===== src/rtl/ex2_sad_min_tracker_pkg.sv =====
// ----------------------------------------------------------------------------
// ex2_sad_min_tracker_pkg
//   Shared definitions for the EX2 SAD minimum tracker:
//   - state_t   : tracker FSM states
//   - REG_X_DEF : default destination register for best x ($v0)
//   - REG_Y_DEF : default destination register for best y ($v1)
//   - SAD_INIT  : "no candidate yet" SAD value (all-ones), sliced to DATA_W
// ----------------------------------------------------------------------------
package ex2_sad_min_tracker_pkg;

    typedef enum logic [2:0] {
        IDLE,
        TRACK,
        COMMIT_X,
        COMMIT_Y,
        DONE
    } state_t;

    localparam int         DATA_W_DEF = 32;
    localparam int         CNT_W_DEF  = 16;
    localparam logic [4:0] REG_X_DEF  = 5'd2;
    localparam logic [4:0] REG_Y_DEF  = 5'd3;

    // Widest SAD supported; users take the low DATA_W bits.
    localparam int                   SAD_W_MAX = 64;
    localparam logic [SAD_W_MAX-1:0] SAD_INIT  = '1;

endpackage


===== src/rtl/ex2_sad_min_tracker_sad_min_compare.sv =====
// ----------------------------------------------------------------------------
// sad_min_compare
//   Combinational unsigned compare of a candidate SAD against the current
//   minimum, plus select of the winning sad/x/y. Ties keep the current
//   (earlier) entry, so the first candidate in scan order wins.
//
// Ports:
//   cand_sad/x/y : incoming candidate
//   cur_sad/x/y  : current best
//   take         : 1 when the candidate is strictly smaller
//   sel_sad/x/y  : winner of the two
// ----------------------------------------------------------------------------
module sad_min_compare
    import ex2_sad_min_tracker_pkg::*;
#(
    parameter int DATA_W = DATA_W_DEF
) (
    input  logic [DATA_W-1:0] cand_sad,
    input  logic [DATA_W-1:0] cand_x,
    input  logic [DATA_W-1:0] cand_y,
    input  logic [DATA_W-1:0] cur_sad,
    input  logic [DATA_W-1:0] cur_x,
    input  logic [DATA_W-1:0] cur_y,
    output logic              take,
    output logic [DATA_W-1:0] sel_sad,
    output logic [DATA_W-1:0] sel_x,
    output logic [DATA_W-1:0] sel_y
);

    assign take    = (cand_sad < cur_sad);
    assign sel_sad = take ? cand_sad : cur_sad;
    assign sel_x   = take ? cand_x   : cur_x;
    assign sel_y   = take ? cand_y   : cur_y;

endmodule


===== src/rtl/ex2_sad_min_tracker.sv =====
// ----------------------------------------------------------------------------
// ex2_sad_min_tracker
//   EX2-stage consumer of SAD instruction results. Tracks the running minimum
//   SAD (and its window x/y) over a frame search, then commits best x and
//   best y to the register file through a shared write-back port using a
//   request/grant handshake. The front of the pipeline is stalled while the
//   commit is in progress.
//
// Ports:
//   Clk, Reset         : clock, synchronous active-high reset
//   frame_start        : pulse, begin a new search (clears the tracker)
//   cand_valid_EX2     : candidate present this cycle
//   sad_EX2/x_EX2/y_EX2: candidate SAD (unsigned) and window coordinates
//   frame_done         : pulse, last candidate issued -> commit
//   wb_gnt             : write-back port granted this cycle
//   wb_req/addr/data   : write-back request, destination register, data
//   stall_out          : hold IF/ID/EX1 while committing
//   best_sad           : current minimum SAD
//   cand_count         : candidates accepted this frame (saturating)
//   commit_done        : one-cycle pulse after the y write is granted
// ----------------------------------------------------------------------------
module ex2_sad_min_tracker
    import ex2_sad_min_tracker_pkg::*;
#(
    parameter int         DATA_W = DATA_W_DEF,
    parameter logic [4:0] REG_X  = REG_X_DEF,
    parameter logic [4:0] REG_Y  = REG_Y_DEF,
    parameter int         CNT_W  = CNT_W_DEF
) (
    input  logic              Clk,
    input  logic              Reset,
    input  logic              frame_start,
    input  logic              cand_valid_EX2,
    input  logic [DATA_W-1:0] sad_EX2,
    input  logic [DATA_W-1:0] x_EX2,
    input  logic [DATA_W-1:0] y_EX2,
    input  logic              frame_done,
    input  logic              wb_gnt,
    output logic              wb_req,
    output logic [4:0]        wb_addr,
    output logic [DATA_W-1:0] wb_data,
    output logic              stall_out,
    output logic [DATA_W-1:0] best_sad,
    output logic [CNT_W-1:0]  cand_count,
    output logic              commit_done
);

    localparam logic [DATA_W-1:0] SAD_RESET = SAD_INIT[DATA_W-1:0];

    state_t            state;
    state_t            state_nxt;
    logic [DATA_W-1:0] best_x;
    logic [DATA_W-1:0] best_y;

    logic              cand_take;
    logic [DATA_W-1:0] sel_sad;
    logic [DATA_W-1:0] sel_x;
    logic [DATA_W-1:0] sel_y;

    logic              accept;
    logic              restart;

    sad_min_compare #(
        .DATA_W (DATA_W)
    ) u_compare (
        .cand_sad (sad_EX2),
        .cand_x   (x_EX2),
        .cand_y   (y_EX2),
        .cur_sad  (best_sad),
        .cur_x    (best_x),
        .cur_y    (best_y),
        .take     (cand_take),
        .sel_sad  (sel_sad),
        .sel_x    (sel_x),
        .sel_y    (sel_y)
    );

    // Candidates only count while tracking; a candidate arriving with
    // frame_done is still folded in before the commit starts.
    assign accept  = (state == TRACK) && cand_valid_EX2;

    // frame_done has priority over frame_start while tracking.
    assign restart = frame_start &&
                     ((state == IDLE) || ((state == TRACK) && !frame_done));

    // NOTE: every output of this block gets a default first, so no path
    // leaves a signal unassigned and no latch is inferred.
    always_comb begin
        state_nxt   = state;
        wb_req      = 1'b0;
        wb_addr     = '0;
        wb_data     = '0;
        stall_out   = 1'b0;
        commit_done = 1'b0;
        case (state)
            IDLE: begin
                if (frame_start) state_nxt = TRACK;
            end
            TRACK: begin
                if (frame_done) state_nxt = COMMIT_X;
            end
            COMMIT_X: begin
                wb_req    = 1'b1;
                wb_addr   = REG_X;
                wb_data   = best_x;
                stall_out = 1'b1;
                if (wb_gnt) state_nxt = COMMIT_Y;
            end
            COMMIT_Y: begin
                wb_req    = 1'b1;
                wb_addr   = REG_Y;
                wb_data   = best_y;
                stall_out = 1'b1;
                if (wb_gnt) state_nxt = DONE;
            end
            DONE: begin
                commit_done = 1'b1;
                state_nxt   = IDLE;
            end
            default: state_nxt = IDLE;
        endcase
    end

    // NOTE: state is updated with non-blocking assignments so every register
    // samples values from before the edge, independent of statement order.
    always_ff @(posedge Clk) begin
        if (Reset) begin
            state      <= IDLE;
            best_sad   <= SAD_RESET;
            best_x     <= '0;
            best_y     <= '0;
            cand_count <= '0;
        end else begin
            state <= state_nxt;
            if (restart) begin
                best_sad   <= SAD_RESET;
                best_x     <= '0;
                best_y     <= '0;
                cand_count <= '0;
            end else if (accept) begin
                if (cand_take) begin
                    best_sad <= sel_sad;
                    best_x   <= sel_x;
                    best_y   <= sel_y;
                end
                if (cand_count != '1) cand_count <= cand_count + 1'b1;
            end
        end
    end

endmodule


===== config.mk =====
export PLATFORM = sky130hd
export DESIGN_NAME = ex2_sad_min_tracker
export DESIGN_NICKNAME = d
export VERILOG_FILES = /design/src/rtl/ex2_sad_min_tracker_pkg.sv /design/src/rtl/ex2_sad_min_tracker_sad_min_compare.sv /design/src/rtl/ex2_sad_min_tracker.sv
export SDC_FILE = /design/constraint.sdc
export NUM_CORES = 1
export LEC_CHECK = 0
export ABC_AREA = 1
export BUFFER_PORTS_ARGS = -buffer_cell sky130_fd_sc_hd__buf_2
export CORE_MARGIN = 5
export CORE_UTILIZATION = 50
export CTS_CLUSTER_DIAMETER = 40
export DETAILED_ROUTE_END_ITERATION = 8
export MAX_ROUTING_LAYER = met4
export PLACE_DENSITY = 0.76
export SETUP_SLACK_MARGIN = 0.2
export SLEW_MARGIN = 20
export SYNTH_ARGS = -nofsm -noshare
export SYNTH_HDL_FRONTEND = slang
export SYNTH_HIERARCHICAL = 1
export SYNTH_SLANG_ARGS = --single-unit
export TNS_END_PERCENT = 10

===== constraint.sdc =====
create_clock -name Clk -period 3.2 [get_ports Clk]
set_clock_uncertainty 0.2 [all_clocks]
set_input_delay 0.16 -clock Clk [delete_from_list [all_inputs] [get_ports Clk]]
set_output_delay 0.16 -clock Clk [all_outputs]
set_load 0.01 [all_outputs]

==> results.yml, run 1 <==
synthesis:
  synthCells: 1107
  ys_ff_latch: 115
  synth_top_area_share_pct: 32.5
  avgSynthCellArea_sq_um: 6.40
  synth_area_sq_um: 7090
  synth_top_area_cell: "dfxtp_1"
  synth_cell_type_count: 31
  ys.warnings.count: 6
  seq_area_frac_synth_pct: 32.5
  synth.area.top_cells: "dfxtp_1 (32%), nand2_1 (19%), nand3_1 (17%)"
finish:
  fillers: 1150
  ff_latch_area_sq_um: 2300
  final_nets: 1482
  final_common_cell: "nand2_1"
  multi_input_area_sq_um: 4170
  syn_to_final_growth_pct: 36.9
  post-route-util_pct: 69.9
  fin_area_sq_um: 9700
  drive_gt1_share_pct: 18.2
  layout_common_cells: "nand2_1 (367), nand3_1 (240), buf_2 (186), dfxtp_1 (115), dlygate4sd3_1 (101)"
setup_path:
  worstPathArrival_ns: 2.97
  crit_chain: "inv_1 > ha_1 > nand2_1 > nor2_1 > nand4_1 > nor2_1 > nand2_4 > nand2_4 > buf_4 > nand2_1 > nand2_1 > nand3_1 > a21oi_1"
  critical_path_buf_inv_count: 2
  crit_top_cell: "nand2_1"
  critical_path_class: "flop to flop"
  start_kind: "flop"
  cp.required_ns: 3.34
  max_stage_delay_ns: 0.44
  ff2ff_path_depth: 13
  crit_fanout: 48
  critical-path-top-delay-family: "simple AND/OR/NAND/NOR gates"
  worst_setup_path_end_kind: "flop"
  critical_path_depth: 13
  crit_slowest_cell: "buf_4"
power:
  seqPwrFrac_pct: 30.1
  p_int_w: 0.00378
  powerDensity_nw_per_um2: 625
  p_clk_share_pct: 33.8
  power.switching_w: 0.00229
  p_leak_nw: 4.91
  p_comb_share_pct: 36.1
  switching_share_pct: 37.7
  vdd_drop_max_v: 0.000338
  p_total_w: 0.00607
sta:
  worst_pin_slew_ns: 0.782
  rsz0062_at_grt: "true"
  fin_tns_setup_ns: 0
  setup_ws_ns: 0.367
  setup_viol_count_final: 0
  min_period_ns: 2.83
  fmax_ghz: 0.353
  period_share_pct: 88.5
  slew_headroom_pct: 47.9
  slew_violations: 0
  hold_violations: 0
placed_design:
  dp.final_hpwl_mm: 13.8
  routabilityCongestion: 0.928
  post-place-ws_ns: 0.498
  io_buffers: 186
  placed_area_sq_um: 8050
routing:
  drtIter0Drc: 922
  wl_per_cell_microns: 15.3
  viasPerCell: 5.53
  drc: 0
  vias: 8537
  drt-total-wl_mm: 23.7
  antenna_left: 0
  drt_pass1_iterations: 7
grt:
  antenna_found_initial: 1
  grt_pass1_vias: 8009
  grt_overflow_total: 0
  grt_max_degree: 81
  grtUsageTotal_pct: 28.7
  grt_pass1_wl_mm: 38.3
clocking:
  clock-sinks: 115
  post_cts_buffers: 0
  cts_tree: "done"
  clk_pin_slew_ns: 0.06
  clock_latency_ns: 0.41
  htreeDepth: 4
  root_buffer: "clkbuf_16"
  numCtsBuffers: 17
  cts_max_path_buffers: 2
run_status:
  status: "finished clean"
die:
  row_count: 43
  die-area_sq_um: 16700
  die_w_microns: 129
  fp.dieH_microns: 129
  start_util_pct: 51.1
  fp.coreArea_sq_um: 13900
  io_pins: 190
flow_run:
  drv_cap: 0
hold_path:
  hp-class: "primary input to flop"
  holdPathStages: 5
## cell usage after synthesis
master,count
and2_1,1
a21oi_4,1
o21ai_1,2
xnor2_1,2
buf_1,5
a31oi_1,1
nor3_1,4
nand3_2,1
nand4_1,6
inv_4,1
buf_6,1
nor2_1,48
o21ai_0,9
a22o_1,32
xor2_1,3
inv_2,2
a21oi_1,86
nand3b_1,1
inv_1,59
nand2_1,367
nand2_2,4
conb_1,1
nor2_2,3
a21o_1,1
buf_2,32
dfxtp_1,115
nand3_1,240
nor2_4,2
ha_1,32
buf_4,11
clkbuf_1,34
## power by group through the flow
stage,Sequential (W),Clock [W],Combinational [W]
floorplan,0.00186,0,0.00144
global placement,0.00184,0,0.00200
detailed placement,0.00185,0,0.00204
CTS,0.00182,0.00207,0.00215
global route,0.00185,0.00215,0.00243
finish,0.00182,0.00205,0.00219
## stage by stage
step,hold slack [ns],std cells
after global placement,0.142,1408
after global routing,0.0725,1542
after CTS,0.0414,1541
after floorplan,0.0376,1109
final,0.0543,1543
after detailed placement,0.150,1408
## logic make-up (layout without fill, tap and decap cells)
logic type      after synthesis  in the layout  synth area share, %
compound gates              132            132                 11.2
other cells                   1              5               0.0529
flops                       115            115                 32.5
xor+xnor                      5              5                0.618
fa+ha+maj                    32             32                 5.65
simple gates                677            677                 41.0
buf+inv                     145            397                 8.97
## what timing repair did
action,CTS,global route
gates resized for setup,0,0
hold buffers,101,0
endpoints found under the hold margin,99,0
endpoints found under the setup margin,0,31
## state kept, by name (all words and copies together), names as in the netlist
name,cells
state,3
cand_count,16
best_y,32
best_sad,32
best_x,32
## area by class of cell
class / instances / area share, %
Antenna cell: 2 / 0.0516
Multi-Input combinational cell: 849 / 43.0
Sequential cell: 115 / 23.7
Clock inverter: 10 / 1.57
Tap cell: 180 / 2.32
Timing Repair Buffer: 303 / 21.9
Clock buffer: 22 / 4.99
Inverter: 62 / 2.44
## layer usage
layer	GRT usage [%]	wire, microns
met5	-	0
met4	13.9	820
met3	5.56	1510
met2	46.6	11400
met1	34.3	9930
## final timing paths
check,startpoint,endpoint,slack [ns]
max,best_sad[23],best_x[10],0.37
max reg2reg,best_sad[23],best_x[10],0.37
min reg2reg,best_y[1],best_y[1],0.28
min,cand_valid_EX2,best_y[30],0.05
## worst reg2reg max path, stage by stage, from the launching register on
cell and delay (ns):
dfxtp_1 0.39, inv_1 0.06, ha_1 0.29, nand2_1 0.07, nor2_1 0.17, nand4_1 0.10
nor2_1 0.24, nand2_4 0.21, nand2_4 0.12, buf_4 0.44, nand2_1 0.15, nand2_1 0.09
nand3_1 0.09, a21oi_1 0.15
Power figures use the tool's default switching activity.
==> run 2, diff against run 1 <==
- BUFFER_PORTS_ARGS: -buffer_cell sky130_fd_sc_hd__buf_2 -> -buffer_cell sky130_fd_sc_hd__clkbuf_2
- CORE_ASPECT_RATIO: default -> 0.5
==> results.yml, run 2 (synthesis results as in run 1) <==
power:
  p_clk_share_pct: 31.1
  powerDensity_nw_per_um2: 607
  switching_share_pct: 38.9
  p_int_w: 0.00358
  power.switching_w: 0.00228
  p_comb_share_pct: 37.7
  p_leak_nw: 4.87
  p_total_w: 0.00585
  seqPwrFrac_pct: 31.2
  vdd_drop_max_v: 0.000367
routing:
  wl_met3_mm: 1.53
  top_layer: "met4"
  drc: 0
  viasPerCell: 5.44
  drt-total-wl_mm: 22.8
  vias: 8397
  dr_wl_met2_mm: 10.9
  wl_per_cell_microns: 14.8
  drt_pass1_iterations: 5
  drtIter0Drc: 831
  antenna_left: 0
  wl_met1_mm: 9.82
placed_design:
  io_buffers: 186
  placed_cells: 1415
  routabilityCongestion: 0.889
  placed_area_sq_um: 8030
  dp.final_hpwl_mm: 13.5
setup_path:
  crit_chain: "dlygate4sd3_1 > clkbuf_2 > ha_1 > a21oi_1 > nor2_1 > nor3_1 > nand2_1 > nand2_1 > nand2_1 > nand2_4 > nand2_8 > clkinv_2 > nand2_8 > clkbuf_16 > nand2_1 > nand3_1"
  r2r_setup_slack_ns: 0.42
  rr_startpoint: "best_sad[5]"
  startpoint: "sad_EX2[5]"
  max_stage_delay_ns: 0.55
  critical_path_buf_inv_count: 4
  worstPathArrival_ns: 2.84
  ff2ff_path_depth: 15
  r2r_end: "best_sad[5]"
  crit_fanout: 17
  crit_slowest_cell: "dlygate4sd3_1"
  start_kind: "primary input"
  cp.required_ns: 3.23
  crit_top_cell: "nand2_1"
  worst_setup_path_end_kind: "flop"
  critical-path-top-delay-family: "simple AND/OR/NAND/NOR gates"
  critical_path_class: "primary input to flop"
sta:
  fin_tns_setup_ns: 0
  rsz0062_at_grt: "false"
  slew_headroom_pct: 47.4
  min_period_ns: 2.80
  worst_pin_slew_ns: 0.789
  slew_violations: 0
  setup_viol_count_final: 0
  hold_violations: 0
  fmax_ghz: 0.357
  period_share_pct: 87.6
finish:
  final_nets: 1476
  fillers: 1165
  fin_cells: 1544
  reg_top3: "best_sad x32, best_x x32, best_y x32"
  drive_gt1_share_pct: 18.0
  fin_area_sq_um: 9640
  final_common_cell: "nand2_1"
  ff_latch_area_sq_um: 2300
  syn_to_final_growth_pct: 36.0
  diodes: 0
  layout_common_cells: "nand2_1 (367), nand3_1 (240), clkbuf_2 (186), dfxtp_1 (115), dlygate4sd3_1 (97)"
  multi_input_area_sq_um: 4200
clocking:
  cts_max_path_buffers: 2
  htreeDepth: 4
  cts_tree: "done"
  clk_pin_slew_ns: 0.05
  clock-sinks: 115
  numCtsBuffers: 17
  clock_latency_ns: 0.40
  root_buffer: "clkbuf_16"
hold_path:
  hold_path_end: "state[2]"
  hp-class: "primary input to flop"
  hp-start: "wb_gnt"
  holdPathStages: 5
die:
  io_pins: 190
  die-area_sq_um: 16800
  die_w_microns: 178
  start_util_pct: 51.7
  row_count: 30
  fp.coreArea_sq_um: 13700
  fp.dieH_microns: 94.2
grt:
  grt_max_degree: 97
  grt_pass1_vias: 7712
  grt_overflow_total: 0
  grt_pass1_wl_mm: 36.1
  antenna_found_initial: 0
  grtUsageTotal_pct: 26.5
flow_run:
  drv_cap: 0
run_status:
  status: "finished clean"
[run 2: how the worst max path moves through the flow]
stage | end | slack (ns) | cells after the start
finish | best_sad[5] | 0.40 | 16
global route | best_x[24] | 0.21 | 14
CTS | best_y[14] | 0.25 | 13
detailed placement | best_x[27] | 0.26 | 13
global placement | best_x[26] | 0.36 | 13
floorplan | best_sad[12] | 0.31 | 15
[run 2: layout make-up]
| type | instances | share of cell area [%] |
|---|---|---|
| clock buffers | 19 | 4.70 |
| flip-flops and latches | 115 | 23.9 |
| inverters | 62 | 2.45 |
| well taps | 192 | 2.49 |
| clock inverters | 10 | 1.15 |
| repair buffers | 296 | 21.8 |
| multi-input cells | 850 | 43.6 |
[run 2: stage by stage]
step | setup WS [ns] | utilization, % | hold WS [ns]
after floorplan | 0.307 | - | 0.0376
after global placement | 0.358 | 58.6 | 0.157
after detailed placement | 0.260 | 58.6 | 0.165
after CTS | 0.247 | 69.8 | 0.00174
after global routing | 0.207 | 70.4 | 0.0264
final | 0.398 | 70.4 | 0.00527
[run 2: power groups by stage]
stage	Clock [W]	Sequential, W	Combinational (W)
5_1_grt	0.00191	0.00185	0.00246
3_3_place_gp	0	0.00184	0.00196
2_1_floorplan	0	0.00186	0.00144
3_5_place_dp	0	0.00185	0.00201
4_1_cts	0.00184	0.00182	0.00211
6_report	0.00182	0.00183	0.00221
[run 2: metal layers]
layer  up-vias  GRT usage, %
met5         -             -
met4         0          8.74
met3        48          4.10
met2       380          43.9
met1      3840          33.3
li1       4129             -
[run 2: worst reg2reg max path, cell delays in order, from the launching register on]
cell and delay [ns]:
dfxtp_1 0.37, inv_1 0.06, ha_1 0.29, a21oi_1 0.14
nor2_1 0.05, nor3_1 0.14, nand2_1 0.10, nand2_1 0.07
nand2_1 0.10, nand2_4 0.22, nand2_8 0.15, clkinv_2 0.18
nand2_8 0.15, clkbuf_16 0.27, nand2_1 0.07, nand3_1 0.07
[run 2: timing repair]
action                                  4_1_cts  5_1_grt
hold buffers                                 97        0
endpoints found under the hold margin        98        0
endpoints found under the setup margin        0       68
gates resized for setup                       0        5
buffers inserted                              0        0
